`src/rtl/hm01b0_pixel_source.sv`:
```
// HM01B0 camera emulator: drives pixdata/pixclk/hsync/vsync with a selectable test pattern.
// Optional: define HM01B0_SRC_GATED_PIXCLK_EN to gate pixclk to active pixel periods only.
module hm01b0_pixel_source #(
  parameter int IMAGE_WIDTH    = 324,
  parameter int IMAGE_HEIGHT   = 244,
  parameter int HBLANK_PIXELS  = 16,
  parameter int VBLANK_LINES   = 4,
  parameter int CLKS_PER_PIXEL = 6
) (
  input  logic       clock,
  input  logic       reset,
  input  logic       enable,
  input  logic [1:0] pattern_sel,
  output logic [7:0] pixdata,
  output logic       pixclk,
  output logic       hsync,
  output logic       vsync,
  output logic       frame_done,
  output logic       busy,
  output logic [7:0] frame_count
);

  localparam int LINE_PIXELS = IMAGE_WIDTH + HBLANK_PIXELS;
  localparam int Y_SPAN      = (IMAGE_HEIGHT > VBLANK_LINES) ? IMAGE_HEIGHT : VBLANK_LINES;
  localparam int PHASE_W     = (CLKS_PER_PIXEL > 1) ? $clog2(CLKS_PER_PIXEL) : 1;
  localparam int X_W         = (LINE_PIXELS > 1) ? $clog2(LINE_PIXELS) : 1;
  localparam int Y_W         = (Y_SPAN > 1) ? $clog2(Y_SPAN) : 1;

  localparam logic [PHASE_W-1:0] PHASE_LAST = PHASE_W'(CLKS_PER_PIXEL - 1);
  localparam logic [PHASE_W-1:0] PHASE_HALF = PHASE_W'(CLKS_PER_PIXEL / 2);
  localparam logic [X_W-1:0]     X_LAST     = X_W'(LINE_PIXELS - 1);
  localparam logic [X_W-1:0]     X_ACTIVE   = X_W'(IMAGE_WIDTH);
  localparam logic [Y_W-1:0]     Y_ACT_LAST = Y_W'(IMAGE_HEIGHT - 1);
  localparam logic [Y_W-1:0]     Y_VB_LAST  = Y_W'(VBLANK_LINES - 1);

  typedef enum logic [1:0] {
    IDLE   = 2'd0,
    ACTIVE = 2'd1,
    VBLANK = 2'd2
  } state_t;

  state_t             state, state_next;
  logic [PHASE_W-1:0] phase, phase_next;
  logic [X_W-1:0]     x, x_next;
  logic [Y_W-1:0]     y, y_next;
  logic [1:0]         pat_q, pat_next;

  logic [7:0] pixdata_next;
  logic       pixclk_next, hsync_next, vsync_next, frame_done_next, busy_next;
  logic       end_of_pixel, end_of_line, line_active, pixclk_high;
  logic [7:0] x8, y8, pattern_value;

  always_comb begin
    // NOTE: every variable gets a default first so no path leaves one unassigned (no latches).
    state_next   = state;
    phase_next   = phase;
    x_next       = x;
    y_next       = y;
    pat_next     = pat_q;
    end_of_pixel = (phase == PHASE_LAST);
    end_of_line  = end_of_pixel && (x == X_LAST);

    case (state)
      IDLE: begin
        if (enable) begin
          state_next = ACTIVE;
          phase_next = '0;
          x_next     = '0;
          y_next     = '0;
          pat_next   = pattern_sel;
        end
      end
      ACTIVE, VBLANK: begin
        phase_next = end_of_pixel ? '0 : phase + 1'b1;
        if (end_of_pixel) x_next = end_of_line ? '0 : x + 1'b1;
        if (end_of_line) begin
          if (state == ACTIVE) begin
            if (y == Y_ACT_LAST) begin
              state_next = VBLANK;
              y_next     = '0;
            end else begin
              y_next = y + 1'b1;
            end
          end else if (y == Y_VB_LAST) begin
            // Frame boundary: restart back to back, or park once enable has gone low.
            y_next = '0;
            if (enable) begin
              state_next = ACTIVE;
              pat_next   = pattern_sel;
            end else begin
              state_next = IDLE;
            end
          end else begin
            y_next = y + 1'b1;
          end
        end
      end
      default: state_next = IDLE;
    endcase
  end

  // Bus outputs are registered from the current counters, so they trail the state by one cycle.
  always_comb begin
    x8          = 8'(x);
    y8          = 8'(y);
    line_active = (state == ACTIVE) && (x < X_ACTIVE);
    pixclk_high = (phase >= PHASE_HALF);

    case (pat_q)
      2'd0:    pattern_value = x8;
      2'd1:    pattern_value = y8;
      2'd2:    pattern_value = frame_count;
      default: pattern_value = (x8[3] ^ y8[3]) ? 8'hFF : 8'h00;
    endcase

    vsync_next   = (state == ACTIVE);
    hsync_next   = line_active;
    pixdata_next = line_active ? pattern_value : 8'h00;
`ifdef HM01B0_SRC_GATED_PIXCLK_EN
    pixclk_next  = line_active && pixclk_high;
`else
    pixclk_next  = (state != IDLE) && pixclk_high;
`endif
    frame_done_next = (state == VBLANK) && (y == '0) && (x == '0) && (phase == '0);
    busy_next       = (state_next != IDLE);
  end

  always_ff @(posedge clock) begin
    // NOTE: reset is sampled on the clock edge only; it is deliberately absent from the sensitivity list.
    if (!reset) begin
      state       <= IDLE;
      phase       <= '0;
      x           <= '0;
      y           <= '0;
      pat_q       <= '0;
      pixdata     <= '0;
      pixclk      <= 1'b0;
      hsync       <= 1'b0;
      vsync       <= 1'b0;
      frame_done  <= 1'b0;
      busy        <= 1'b0;
      frame_count <= '0;
    end else begin
      // NOTE: non-blocking assignments so every register samples pre-edge values.
      state      <= state_next;
      phase      <= phase_next;
      x          <= x_next;
      y          <= y_next;
      pat_q      <= pat_next;
      pixdata    <= pixdata_next;
      pixclk     <= pixclk_next;
      hsync      <= hsync_next;
      vsync      <= vsync_next;
      frame_done <= frame_done_next;
      busy       <= busy_next;
      if (frame_done_next) frame_count <= frame_count + 8'd1;
    end
  end

endmodule
```
`config.mk`:
```
export PLATFORM = sky130hd
export DESIGN_NAME = hm01b0_pixel_source
export DESIGN_NICKNAME = d
export VERILOG_FILES = /design/src/rtl/hm01b0_pixel_source.sv
export SDC_FILE = /design/constraint.sdc
export NUM_CORES = 1
export LEC_CHECK = 0
export ABC_AREA = 1
export CAP_MARGIN = 20
export CORE_MARGIN = 4
export CORE_UTILIZATION = 60
export CTS_CLUSTER_DIAMETER = 150
export DETAILED_ROUTE_END_ITERATION = 10
export GPL_TIMING_DRIVEN = 1
export PLACE_DENSITY = 0.84
export SYNTH_ARGS = -nofsm -noshare
export SYNTH_HDL_FRONTEND = slang
export SYNTH_SLANG_ARGS = --single-unit
```
`constraint.sdc`:
```
create_clock -name clock -period 4.65 [get_ports clock]
set_input_delay 0.93 -clock clock [delete_from_list [all_inputs] [get_ports clock]]
set_output_delay 0.93 -clock clock [all_outputs]
set_load 0.005 [all_outputs]
```
==> results_dict.tcl <==
set metrics [dict create \
    ios 26 \
    min_period_over_period_pct 53.89 \
    cp-end-kind "flip-flop" \
    setup_viol 0 \
    initial_core_util_pct 64.36 \
    synth_top_cell_area_share_pct 36.85 \
    yosys_warnings 0 \
    busiest_layer "met2" \
    nets 400 \
    cts-htree-levels 2 \
    slew_violations 0 \
    drt-total-wl_um 5823 \
    synth_common_cells "nand2_1, inv_1, nor2_1, dfxtp_1, nand3_1" \
    drv_cap 0 \
    p_per_area_nw_per_um2 258.3 \
    grt_pass1_wl_um 9777 \
    grt_pass1_vias 2181 \
    power.leakage_nw 1.136 \
    cts.sinks 45 \
    fmax_ghz 0.3990 \
    rows 22 \
    die_w_um 71.84 \
    outcome "finished, final reports clean" \
    yosysMostFrequentCell "nand2_1" \
    use_met2_pct 37.04 \
    synth_area_leader_cell "dfxtp_1" \
    synth_seq_area_share_pct 36.85 \
    ctsResizeCount 0 \
    drtPass1Iterations 5 \
    wire_per_inst_um 13.48 \
    io_buffers 25 \
    grt_usage_pct 23.86 \
    syn_area_um2 2445 \
    drt-initial-drc-count 275 \
    final_antenna_net_count 0 \
    netlist-cell-type-count 31 \
    use_met1_pct 32.76 \
    synth_edf_count 0 \
    post_dp_cell_area_um2 2719 \
    dp_hpwl_um 4420 \
    cts_tree "yes" \
    clk_pin_slew_ns 0.08 \
    tns_ns 0 \
    overflow 0 \
    synth-seq-cells 45 \
    antenna_found_initial 0 \
    post-place-ws_ns 1.910 \
    cp_max_fo 11 \
    timing.final.ws_setup_ns 2.144 \
    clk_path_buf_depth 2 \
    layout_min_cycle_time_ns 2.506 \
    die_h_um 71.84 \
    cts-root-buf "clkbuf_8" \
    tightestPinTransition_ns 0.6500 \
    slew_headroom_pct 56.53 \
    worstHoldPathType "reg -> reg" \
    postCtsSetupRepairBufs 0 \
    crit_arrival_ns 2.74 \
    drc 0 \
    rsz0062_at_grt "no" \
    core_area_um2 3799 \
    drive_above_1_share_pct 3.906 \
    skew_ns 0.005774 \
    num_vias 2355 \
    hold_viol_final 0 \
    vias_per_cell 5.451 \
    die_area_um2 5160 \
    design_area_um2 2793 \
    ys_top_cells_by_area "dfxtp_1, nand2_1, inv_1" \
    hold_buffers 0 \
    grt_use_met3_pct 4.488 \
    synth_nets 373 \
    ir_worst_vdd_mv 0.1868 \
    clk_latency_ns 0.30 \
    worstSetupPathType "in -> reg" \
    synthCells 358 \
    area_delta_synth_final_pct 14.23 \
    crit_path_start_kind "input pin" \
    routabilityCongestion 0.8844 \
    syn_area_per_cell_um2 6.829 \
    antenna-diode-count 0 \
    numCtsBuffers 5 \
    synth_flop_cell "dfxtp_1" \
    required_ns 4.88 \
    grt_max_degree 18 \
    async_flop_share_pct 0 \
]
## layout make-up
| type | instances | area, µm² |
|---|---|---|
| Sequential cell | 45 | 900.9 |
| Clock buffer | 5 | 68.82 |
| Inverter | 50 | 187.7 |
| Clock inverter | 1 | 5.005 |
| Fill cell | 325 | 1006 |
| Tap cell | 48 | 60.06 |
| Timing Repair Buffer | 25 | 250.2 |
| Multi-Input combinational cell | 258 | 1320 |
## kinds of logic (layout without fill, tap and decap cells)
logic type,after synthesis,in the layout,share of synthesized area [%]
flops,45,45,36.85
xor+xnor,8,8,2.866
fa+ha+maj,10,10,5.118
buf+inv,55,81,9.160
compound gates,47,47,11.41
simple gates,193,193,34.60
## flip-flops by register name (all words and copies together), names as in the netlist, 2 cells and up
register	flops
y	8
pixdata	8
phase	3
state	2
frame_count	8
x	9
pat_q	2
## worst max-delay path, stage by stage
cell and delay [ns]:
clkdlybuf4s50_1 0.52, nor2_1 0.11, nor3_4 0.38, nand2_2 0.26, inv_1 0.20, nand2_1 0.09
nand2_1 0.06, nand2_1 0.05, a21oi_1 0.14
## routing by layer
metal | share of wire, % | up-vias
li1 | - | 1209
met1 | 46 | 1038
met2 | 44 | 94
met3 | 7.7 | 14
met4 | 2.2 | 0
met5 | 0 | -
## final timing paths
kind / cells after the start / endpoint / start / slack, ns
worst min register to register: 2 / x[1] / x[1] / 0.52
worst max-delay path: 9 / y[2] / enable / 2.14
worst min-delay path: 2 / x[1] / x[1] / 0.52
worst max register to register: 10 / y[2] / state[0] / 2.31
## where the power goes
part           internal, mW  switching [mW]
registers             0.393         0.00861
logic                0.0296          0.0641
clock network        0.0990           0.127
## layout by cell type (no fill, tap or decap), types with 7 or more instances in the layout
master,count
ha_1,10
a41oi_1,7
a21oi_1,16
dfxtp_1,45
nand4_1,8
nand3_1,20
nand2_1,92
inv_1,49
o21ai_0,16
clkdlybuf4s50_1,25
nor3_1,12
nor2_1,47
## metrics by stage
stage	total power [mW]	cells	utilization [%]	hold WS, ns
floorplan	0.4782	358	-	0.4750
global placement	0.4990	426	71.57	0.4941
detailed placement	0.5019	426	71.57	0.5043
CTS	0.7228	432	73.52	0.5162
global route	0.7553	432	73.52	0.5454
finish	0.7214	432	73.52	0.5186
No activity file was read; power rests on OpenSTA's default activity.
